File: config.mk
export PLATFORM = sky130hd
export DESIGN_NAME = spi_target
export DESIGN_NICKNAME = d
export VERILOG_FILES = /design/src/rtl/spi_target.sv
export SDC_FILE = /design/constraint.sdc
export NUM_CORES = 1
export LEC_CHECK = 0
export ABC_AREA = 1
export CORE_ASPECT_RATIO = 0.7
export CORE_UTILIZATION = 58
export DETAILED_ROUTE_END_ITERATION = 8
export PLACE_DENSITY = 0.84
export SLEW_MARGIN = 30
export SYNTH_ARGS = -nofsm -noshare
export SYNTH_HDL_FRONTEND = slang
export SYNTH_SLANG_ARGS = --single-unit
export TNS_END_PERCENT = 5
File: constraint.sdc
create_clock -name clk -period 3.5 [get_ports clk]
set_clock_uncertainty 0.2 [all_clocks]
set_input_delay 0.7 -clock clk [delete_from_list [all_inputs] [get_ports clk]]
set_output_delay 0.7 -clock clk [all_outputs]
set_load 0.1 [all_outputs]
File: src/rtl/spi_target.sv
// spi_target: SPI mode-0 target (MSB first) with a one-byte TX holding buffer
// and a one-byte RX output register. All SPI pins are oversampled in the clk
// domain, so clk must run at least 8x the SCLK frequency.
// Optional build macro SPI_TARGET_ERRFLAGS_EN adds sticky overrun/underrun
// flags and their err_clr input.
module spi_target #(
  parameter logic [7:0] IDLE_BYTE = 8'hFF
) (
  input  logic       clk,
  input  logic       rst,
  input  logic       spi_cs_n,
  input  logic       spi_sclk,
  input  logic       spi_mosi,
  output logic       spi_miso,
  output logic       miso_oe,
  input  logic [7:0] tx_data,
  input  logic       tx_valid,
  output logic       tx_ready,
  output logic [7:0] rx_data,
  output logic       rx_valid,
  input  logic       rx_ack,
  output logic       busy
`ifdef SPI_TARGET_ERRFLAGS_EN
  ,
  output logic       overrun,
  output logic       underrun,
  input  logic       err_clr
`endif
);

  typedef enum logic {IDLE, ACTIVE} state_t;

  // pin synchronizers plus one registered copy for edge detection
  logic       cs_meta, cs_sync, cs_q;
  logic       sclk_meta, sclk_sync, sclk_q;
  logic       mosi_meta, mosi_sync;

  // after reset the synchronizers hold forced idle levels; settle_pipe marks
  // when they carry real pin values again, and armed records that chip
  // select has been seen high since then, so a select that was already low
  // across reset is never mistaken for a fresh fall
  logic [2:0] settle_pipe;
  logic       armed;

  state_t     state;
  logic [2:0] bit_cnt;
  logic [6:0] rx_shift;
  logic [7:0] tx_shift;
  logic       buf_full;
  logic [7:0] buf_data;

  logic       cs_fall, cs_rise, sclk_rise, sclk_fall;
  logic       start_sel, boundary, reload_now, byte_done, load_idle;
  logic [7:0] load_byte, rx_byte;

  assign cs_fall   = cs_q & ~cs_sync;
  assign cs_rise   = ~cs_q & cs_sync;
  assign sclk_rise = sclk_sync & ~sclk_q;
  assign sclk_fall = ~sclk_sync & sclk_q;

  // a chip-select rise outranks any SCLK edge detected in the same cycle
  assign start_sel  = (state == IDLE) & armed & cs_fall;
  assign boundary   = (state == ACTIVE) & ~cs_rise & sclk_fall & (bit_cnt == 3'd0);
  assign reload_now = start_sel | boundary;
  assign byte_done  = (state == ACTIVE) & ~cs_rise & sclk_rise & (bit_cnt == 3'd7);

  // reload source: held byte first, else a byte offered this very cycle
  // (bypass, buffer stays empty), else the idle filler
  assign load_byte = buf_full ? buf_data : (tx_valid ? tx_data : IDLE_BYTE);
  assign load_idle = ~buf_full & ~tx_valid;
  assign rx_byte   = {rx_shift, mosi_sync};

  assign spi_miso = tx_shift[7];
  assign tx_ready = ~buf_full;
  assign busy     = (state == ACTIVE);

  // two-flop synchronizers, edge-detect copies and post-reset arming
  always_ff @(posedge clk) begin
    if (rst) begin
      cs_meta     <= 1'b1;
      cs_sync     <= 1'b1;
      cs_q        <= 1'b1;
      sclk_meta   <= 1'b0;
      sclk_sync   <= 1'b0;
      sclk_q      <= 1'b0;
      mosi_meta   <= 1'b0;
      mosi_sync   <= 1'b0;
      settle_pipe <= '0;
      armed       <= 1'b0;
    end else begin
      cs_meta     <= spi_cs_n;
      cs_sync     <= cs_meta;
      cs_q        <= cs_sync;
      sclk_meta   <= spi_sclk;
      sclk_sync   <= sclk_meta;
      sclk_q      <= sclk_sync;
      mosi_meta   <= spi_mosi;
      mosi_sync   <= mosi_meta;
      settle_pipe <= {settle_pipe[1:0], 1'b1};
      if (settle_pipe[2] && cs_sync && cs_q)
        armed <= 1'b1;
    end
  end

  // selection FSM with bit counter, shift registers, RX handshake and TX buffer
  always_ff @(posedge clk) begin
    if (rst) begin
      state    <= IDLE;
      bit_cnt  <= '0;
      rx_shift <= '0;
      tx_shift <= 8'hFF;
      miso_oe  <= 1'b0;
      rx_data  <= '0;
      rx_valid <= 1'b0;
      buf_full <= 1'b0;
      buf_data <= '0;
    end else begin
      case (state)
        IDLE: begin
          if (start_sel) begin
            state    <= ACTIVE;
            bit_cnt  <= '0;
            tx_shift <= load_byte;
            miso_oe  <= 1'b1;
          end
        end
        ACTIVE: begin
          if (cs_rise) begin
            // partial byte is simply dropped; the TX buffer is untouched
            state   <= IDLE;
            bit_cnt <= '0;
            miso_oe <= 1'b0;
          end else if (sclk_rise) begin
            rx_shift <= rx_byte[6:0];
            bit_cnt  <= bit_cnt + 3'd1;
          end else if (sclk_fall) begin
            if (bit_cnt != 3'd0)
              tx_shift <= {tx_shift[6:0], 1'b1};
            else
              tx_shift <= load_byte;
          end
        end
        default: state <= IDLE;
      endcase

      // a completing byte beats a same-cycle acknowledge
      if (byte_done) begin
        rx_data  <= rx_byte;
        rx_valid <= 1'b1;
      end else if (rx_ack) begin
        rx_valid <= 1'b0;
      end

      // a reload drains the buffer; when it was empty a same-cycle write is
      // consumed by the reload itself and never lands in the buffer
      if (reload_now) begin
        buf_full <= 1'b0;
      end else if (tx_valid && !buf_full) begin
        buf_full <= 1'b1;
        buf_data <= tx_data;
      end
    end
  end

`ifdef SPI_TARGET_ERRFLAGS_EN
  // sticky error flags; a same-cycle set wins over err_clr
  always_ff @(posedge clk) begin
    if (rst) begin
      overrun  <= 1'b0;
      underrun <= 1'b0;
    end else begin
      if (err_clr) begin
        overrun  <= 1'b0;
        underrun <= 1'b0;
      end
      if (byte_done && rx_valid && !rx_ack)
        overrun <= 1'b1;
      if (boundary && load_idle)
        underrun <= 1'b1;
    end
  end
`endif

endmodule

==> impl_metrics.py, run 1 <==
metrics = {
    "status": {
        "run_status": "completed",
    },
    "logic_synthesis": {
        "yosysWarnings": 0,
        "ys_seq_area_share_pct": 47.99,
        "synth_fp_nets": 304,
        "synth_cells": 286,
        "synthesis.area_um2": 2086,
        "synth_seq_cells": 50,
        "synth.avg_cell_area_um2": 7.293,
        "yosysUniqueCellTypes": 22,
    },
    "job": {
        "drv_cap": 0,
    },
    "floorplanning": {
        "die_w_um": 73.68,
        "dieArea_um2": 3844,
        "core_area_um2": 3276,
        "dieHeight_um": 52.18,
        "io_pins": 28,
        "core.rowCount": 17,
        "start_util_pct": 63.67,
    },
    "finish": {
        "drive_gt1_share_pct": 11.82,
        "nets": 331,
        "final_common_cell": "nand2_1",
        "antenna_cells": 0,
        "fin_cells": 360,
        "syn_to_final_growth_pct": 17.64,
        "final_cell_mix": "62 x nand2_1, 50 x nor2_1, 50 x dfxtp_1, 31 x inv_1, 27 x a21oi_1",
        "fin_util_pct": 74.90,
    },
    "route": {
        "first_pass_iters": 4,
        "vias": 1792,
        "viasPerCell": 4.978,
        "drc": 0,
        "drt-total-wl_um": 4070,
        "wl_per_cell_um": 11.31,
        "drtIter0Drc": 166,
        "ant_nets": 0,
    },
    "place": {
        "numPlacedInstances": 353,
        "post-place-ws_ns": 1.260,
        "gp_congestion": 0.7821,
        "portBuffers": 27,
        "hpwl_um": 2864,
    },
    "timing": {
        "layout_setup_ws_ns": 1.254,
        "setup_violations": 0,
        "maxSlewHeadroom_pct": 53.48,
        "fmax_mhz": 445.3,
        "worstMarginPinSlew_ns": 0.6971,
        "layout_min_cycle_time_ns": 2.246,
        "setup_tns_ns": 0,
        "hold_violations": 0,
        "rsz0062_at_grt": "no",
        "slew_viol_final": 0,
        "timing.final.crit_share_pct": 64.16,
    },
    "worst_setup_path": {
        "crit_path_start_kind": "register",
        "r2r_slack_ns": 1.71,
        "required_ns": 2.60,
        "arrival_ns": 1.35,
        "critPathCaptureType": "output pin",
        "timing_worst_setup_path_type": "reg -> out",
        "cp_max_fo": 11,
    },
    "global_route": {
        "grt_pass1_vias": 1548,
        "grt_pass1_wl_um": 6975,
        "grt_max_degree": 27,
        "grt_usage_pct": 24.31,
        "grt_overflow": 0,
        "antenna_found_initial": 0,
    },
    "power": {
        "power_density_nw_per_um2": 445.3,
        "p_leak_uw": 0.001132,
        "vdd_drop_max_mv": 0.3230,
    },
    "clock_network": {
        "cts_resized": 0,
        "post_cts.repair.setup_buffers": 0,
        "cts_htree_levels": 2,
        "clkTransAtPathRegs_ns": 0.08,
        "clockBufferDepth": 2,
        "numCtsBuffers": 5,
        "tritoncts": "done",
        "clk_root_buffer_cell": "clkbuf_8",
        "cts_sinks": 50,
        "clk_latency_ns": 0.30,
        "ctsHoldBuffers": 0,
    },
    "min_path": {
        "hp-class": "reg -> reg",
    },
}
cell usage after synthesis (all sizes together):
| library cell | number | area, um^2 |
|---|---|---|
| nand2 | 69 | 291.5 |
| nor2 | 53 | 211.5 |
| dfxtp | 50 | 1001 |
| inv | 31 | 116.4 |
| a21oi | 28 | 143.9 |
| o21ai | 22 | 113.9 |
| nand3 | 11 | 55.05 |
| nand4 | 7 | 43.79 |
| buf | 4 | 28.78 |
| clkbuf | 4 | 15.01 |
| ha | 3 | 37.54 |
| or2 | 3 | 18.77 |
| clkinv | 1 | 8.760 |
cell families after synthesis:
logic type | Yosys count | share of synthesized area [%]
compound gates | 50 | 12.36
simple gates | 143 | 29.75
buf+inv | 40 | 8.098
flops | 50 | 47.99
fa+ha+maj | 3 | 1.800
critical path, cell delays in order, from the launching register on:
cell and delay [ns]:
dfxtp_1 0.40, inv_1 0.29, buf_4 0.36
metal layers:
metal	routed length [um]	global-route usage [%]	vias up	share of wire (%)
met4	38	6.731	0	0.93
li1	-	-	957	-
met2	1668	37.77	48	41
met5	0	0	-	0
met1	2066	34.14	782	51
met3	296	5.192	5	7.3
state kept, by name (all words and copies together), names as in the netlist, 3 cells and up:
signal / flops
tx_shift: 8
rx_data: 8
settle_pipe: 3
rx_shift: 7
buf_data: 8
bit_cnt: 3
layout make-up:
class	count	area [um^2]
clock buffer	5	68.82
clock inverter	2	38.79
fill	279	822.0
inverter	32	125.1
multi-input combinational	196	915.9
sequential	50	1001
tap	47	58.81
timing repair buffer	28	245.2
power by group:
part           switching (uW)  total (uW)  internal, uW
clock                     179         389           210
sequential               10.9         598           587
combinational            64.6         106          40.9
total                     255        1090           838
final timing paths:
| path | depth (start not counted) | startpoint | to |
|---|---|---|---|
| worst min register to register | 2 | sclk_meta | sclk_sync |
| worst max-delay path | 2 | buf_full | tx_ready |
| worst max register to register | 7 | bit_cnt[0] | tx_shift[0] |
| worst min-delay path | 2 | sclk_meta | sclk_sync |
per-stage QoR:
stage / hold slack (ns) / power (uW) / instance area [um^2]
after floorplan: 0.1883 / 680.8 / 2086
after global placement: 0.1887 / 712.5 / 2346
after detailed placement: 0.1933 / 714.7 / 2346
after CTS: 0.2061 / 1103 / 2454
after global routing: 0.2272 / 1146 / 2454
final: 0.2039 / 1093 / 2454
No activity file was read; power rests on OpenSTA's default activity.
==> run 2, diff against run 1 <==
Settings changed: CORE_UTILIZATION 58 to 48, PLACE_DENSITY 0.84 to 0.74.
Clock period 3.5 ns to 1.9 ns, I/O delays scaled along.
==> run 2 against run 1 <==
  * Power increased by 89%
  * Flip-flop and latch count unchanged
  * Worst hold slack got worse by 0.0034 ns
  * Clock-buffer cell count increased by 1
  * First-iteration DRC count decreased by 39%
  * Sequential share of layout area decreased by 3.5 points
  * Utilization decreased by 8.4 points
==> impl_metrics.py, run 2 (synthesized netlist as in run 1, its figures left out) <==
metrics = {
    "global_route": {
        "globalRoute.busiestLayer": "met1",
        "antenna_found_initial": 0,
        "grt_pass1_wl_um": 7155,
        "grt_overflow": 0,
        "grt_pass1_vias": 1581,
        "grt_usage_pct": 20.55,
        "gr-usage-met3_pct": 7.840,
        "met1_usage_pct": 29.87,
        "grt_use_met2_pct": 27.85,
        "grt_max_degree": 23,
    },
    "route": {
        "drc": 0,
        "drtIter0Drc": 102,
        "ant_nets": 0,
        "vias": 1831,
        "drt-total-wl_um": 4124,
        "viasPerCell": 4.935,
        "first_pass_iters": 5,
        "wl_per_cell_um": 11.12,
    },
    "finish": {
        "antenna_cells": 0,
        "nets": 337,
        "multi_input_area_um2": 915.9,
        "final_cell_mix": "62 x nand2_1, 50 x nor2_1, 49 x dfxtp_1, 31 x inv_1, 27 x a21oi_1",
        "regArea_um2": 1002,
        "final_common_cell": "nand2_1",
        "fin_area_um2": 2686,
        "syn_to_final_growth_pct": 28.79,
        "biggestRegsByFlops": "buf_data: 8 flops, rx_data: 8 flops, tx_shift: 8 flops",
        "fillCellCount": 338,
        "drive_gt1_share_pct": 13.79,
    },
    "worst_setup_path": {
        "critPathCaptureType": "output pin",
        "crit_path_start_kind": "register",
        "cp_max_fo": 11,
        "arrival_ns": 1.14,
        "timing_worst_setup_path_type": "reg -> out",
        "required_ns": 1.32,
    },
    "power": {
        "power_density_nw_per_um2": 768.3,
        "vdd_drop_max_mv": 0.6074,
        "power_uw": 2064,
        "p_leak_uw": 0.001210,
    },
    "clock_network": {
        "cts_sinks": 50,
        "ctsHoldBuffers": 0,
        "clkTransAtPathRegs_ns": 0.08,
        "cts_htree_levels": 2,
        "tritoncts": "done",
        "cts_resized": 0,
        "clockBufferDepth": 2,
        "post_cts.repair.setup_buffers": 0,
        "numCtsBuffers": 5,
        "clk_root_buffer_cell": "clkbuf_8",
        "clk_latency_ns": 0.30,
    },
    "floorplanning": {
        "die_w_um": 80.79,
        "start_util_pct": 51.61,
        "dieHeight_um": 57.15,
        "io_pins": 28,
        "core_area_um2": 4041,
        "core.rowCount": 19,
        "dieArea_um2": 4617,
    },
    "place": {
        "gp_congestion": 0.7919,
        "portBuffers": 27,
        "place_area_um2": 2574,
        "hpwl_um": 2958,
    },
    "min_path": {
        "hp-class": "reg -> reg",
    },
    "job": {
        "drv_cap": 0,
    },
    "timing": {
        "fmax_mhz": 580.3,
        "rsz0062_at_grt": "no",
        "timing.final.crit_share_pct": 90.70,
        "maxSlewHeadroom_pct": 74.79,
        "setup_tns_ns": 0,
        "hold_violations": 0,
        "layout_min_cycle_time_ns": 1.723,
        "worstMarginPinSlew_ns": 0.3777,
        "setup_violations": 0,
        "slew_viol_final": 0,
    },
    "status": {
        "run_status": "completed",
    },
}
## run 2: changes by cell type in the layout (fill, tap and decap cells not counted), sizes merged
cell | previous run | this run
buf | 14 | 20
clkbuf | 5 | 6
clkinv | 2 | 1
## run 2: final cells by class
cell class,count,area share [%]
Sequential cell,50,37.31
Multi-Input combinational cell,196,34.09
Timing Repair Buffer,34,17.33
Inverter,32,4.658
Clock buffer,6,3.074
Tap cell,52,2.422
Clock inverter,1,1.118
## run 2: worst max-delay path, stage by stage (launching register included)
cell and delay, ns:
dfxtp_1 0.32, inv_1 0.29, buf_12 0.23
## run 2: worst paths after layout
| kind | start | endpoint | slack [ns] | depth (start not counted) |
|---|---|---|---|---|
| max | buf_full | tx_ready | 0.18 | 2 |
| min | settle_pipe[1] | settle_pipe[2] | 0.20 | 2 |
| max reg2reg | bit_cnt[0] | buf_data[2] | 0.28 | 9 |
| min reg2reg | settle_pipe[1] | settle_pipe[2] | 0.20 | 2 |
## run 2: layer usage
| metal | vias up | part of all wire [%] | routed length, um |
|---|---|---|---|
| li1 | 968 | - | - |
| met3 | 7 | 5.1 | 210 |
| met5 | - | 0 | 0 |
| met1 | 810 | 54 | 2207 |
| met2 | 46 | 40 | 1654 |
| met4 | 0 | 1.2 | 51 |
## run 2: power by group
group          internal (uW)  switching, uW  total, uW
sequential              1080           19.0       1100
combinational           90.3            118        208
clock                    421            334        755
total                   1590            471       2060
## run 2: per-stage QoR
stage          hold slack [ns]  cells  setup slack, ns  utilization [%]
3_3_place_gp            0.1894    364           0.1683            63.68
2_1_floorplan           0.1883    286           0.1646                -
4_1_cts                 0.2015    371           0.1848            66.47
6_report                0.2005    371           0.1768            66.47
3_5_place_dp            0.1920    364           0.1406            63.68
5_1_grt                 0.2162    371          0.08921            66.47
==> run 3, diff against run 2 <==
Settings changed: PLACE_DENSITY 0.74 to 0.75.
Clock period 1.9 ns to 1.5 ns, I/O delays scaled along.
==> run 3 against run 2 <==
  * The run now ends with negative setup slack left
  * Clock-buffer cell count rose by 2
  * Largest power group unchanged
  * Utilization grew 5.4 points
  * Sequential power grew 27%
  * First-iteration DRC count up 15%
  * Critical path depth is 7 higher
  * Design area is 8.2% higher
  * Combinational power grew 50%
  * Highest routed layer unchanged
  * Global-route usage is 1.5 points higher
  * Routed wire length is 16% higher
==> impl_metrics.py, run 3 (synthesized netlist as in run 1, its figures left out) <==
metrics = {
    "finish": {
        "nets": 347,
        "syn_to_final_growth_pct": 39.35,
        "antenna_cells": 0,
        "biggestRegsByFlops": "buf_data: 8 flops, rx_data: 8 flops, tx_shift: 8 flops",
        "drive_gt1_share_pct": 26.06,
        "fin_area_um2": 2907,
        "final_common_cell": "nand2_1",
        "final_cell_mix": "55 x nand2_1, 48 x nor2_1, 44 x dfxtp_1, 25 x inv_1, 21 x a21oi_1",
    },
    "floorplanning": {
        "dieArea_um2": 4617,
        "die_w_um": 80.79,
        "start_util_pct": 51.61,
        "dieHeight_um": 57.15,
        "io_pins": 28,
        "core.rowCount": 19,
        "core_area_um2": 4041,
    },
    "job": {
        "drv_cap": 0,
    },
    "timing": {
        "whs_ns": 0.2071,
        "fmax_mhz": 661.8,
        "setup_violations": 5,
        "rsz0062_at_grt": "yes",
        "slew_viol_final": 0,
        "maxSlewHeadroom_pct": 72.37,
        "worstMarginPinSlew_ns": 0.4139,
        "hold_violations": 0,
        "layout_setup_ws_ns": -0.01101,
        "layout_min_cycle_time_ns": 1.511,
        "timing.final.crit_share_pct": 100.7,
    },
    "worst_setup_path": {
        "arrival_ns": 1.52,
        "r2r_end": "tx_shift[3]",
        "required_ns": 1.51,
        "timing_worst_setup_path_type": "reg -> reg",
        "r2r_cells": 9,
        "critPathCaptureType": "register",
        "rr_startpoint": "bit_cnt[1]",
        "crit_path_start_kind": "register",
        "crit_start": "bit_cnt[1]",
        "r2r_slack_ns": -0.01,
        "cp_max_fo": 8,
        "endpoint": "tx_shift[3]",
    },
    "route": {
        "wl_per_cell_um": 12.54,
        "vias": 1958,
        "first_pass_iters": 4,
        "ant_nets": 0,
        "drc": 0,
        "viasPerCell": 5.126,
        "drt-total-wl_um": 4790,
        "drtIter0Drc": 117,
    },
    "power": {
        "p_leak_uw": 0.001296,
        "power_density_nw_per_um2": 899.8,
        "vdd_drop_max_mv": 0.7842,
        "power_uw": 2615,
    },
    "global_route": {
        "grt_max_degree": 24,
        "grt_pass1_wl_um": 7741,
        "grt_usage_pct": 22.04,
        "antenna_found_initial": 0,
        "grt_pass1_vias": 1721,
        "grt_overflow": 0,
    },
    "clock_network": {
        "ctsHoldBuffers": 0,
        "clockBufferDepth": 2,
        "clk_root_buffer_cell": "clkbuf_8",
        "tritoncts": "done",
        "clk_latency_ns": 0.31,
        "numCtsBuffers": 5,
        "clkTransAtPathRegs_ns": 0.09,
        "cts_htree_levels": 2,
        "cts_sinks": 50,
    },
    "min_path": {
        "hp-class": "reg -> reg",
    },
    "place": {
        "gp_congestion": 0.7792,
        "hpwl_um": 3103,
        "portBuffers": 27,
        "place_area_um2": 2646,
        "post-place-ws_ns": -0.1558,
    },
    "status": {
        "run_status": "finished with violations",
        "violations": "negative setup slack",
    },
}
## run 3: cell count changes in the layout (fill, tap and decap cells not counted), sizes merged
cell / previous run / this run
inv: 31 / 32
clkbuf: 6 / 8
bufinv: 1 / 0
nand2: 69 / 71
clkinv: 1 / 0
buf: 20 / 28
## run 3: area by class of cell
cell class | count | area (um^2)
flip-flops and latches | 50 | 1011
clock buffers | 8 | 110.1
inverters | 32 | 127.6
multi-input cells | 198 | 1044
fillers | 307 | 1135
repair buffers | 42 | 549.3
well taps | 52 | 65.06
## run 3: critical path: stages (launching register included)
cell,delay [ns]
dfxtp_2,0.34
inv_2,0.08
ha_4,0.14
inv_2,0.04
buf_4,0.12
o21ai_2,0.11
buf_6,0.16
nand3_2,0.08
nand4_1,0.08
nand2_1,0.05
## run 3: what timing repair did
action	in CTS	in global routing
buffers inserted	1	0
gates cloned	2	0
pin swaps	5	6
gates resized for setup	23	19
endpoints found under the setup margin	19	35
## run 3: metal layers
metal	GRT usage, %	wire [um]
met1	31.88	2361
met3	5.760	332
met5	0	0
met4	9.184	95
met2	30.87	2001
## run 3: how the worst min path moves through the flow
stage,start,end,slack [ns],cells after the start
after detailed placement,cs_meta,cs_sync,0.19,1
after floorplan,mosi_meta,mosi_sync,0.19,2
after global placement,settle_pipe[1],settle_pipe[2],0.19,2
after CTS,cs_meta,cs_sync,0.21,1
final,sclk_meta,sclk_sync,0.21,2
after global routing,settle_pipe[1],settle_pipe[2],0.23,2
## run 3: power by group
group          switching, uW  internal [uW]
clock network            442            466
logic                    172            140
registers               26.8           1370
total                    641           1970
## run 3: stage by stage
step	std cells	util (%)	TNS, ns
after floorplan	286	-	-0.04340
after global placement	371	65.48	-1.918
after detailed placement	371	65.48	-2.701
after CTS	382	70.46	-0.03441
after global routing	382	71.92	-0.9596
final	382	71.92	-0.02748
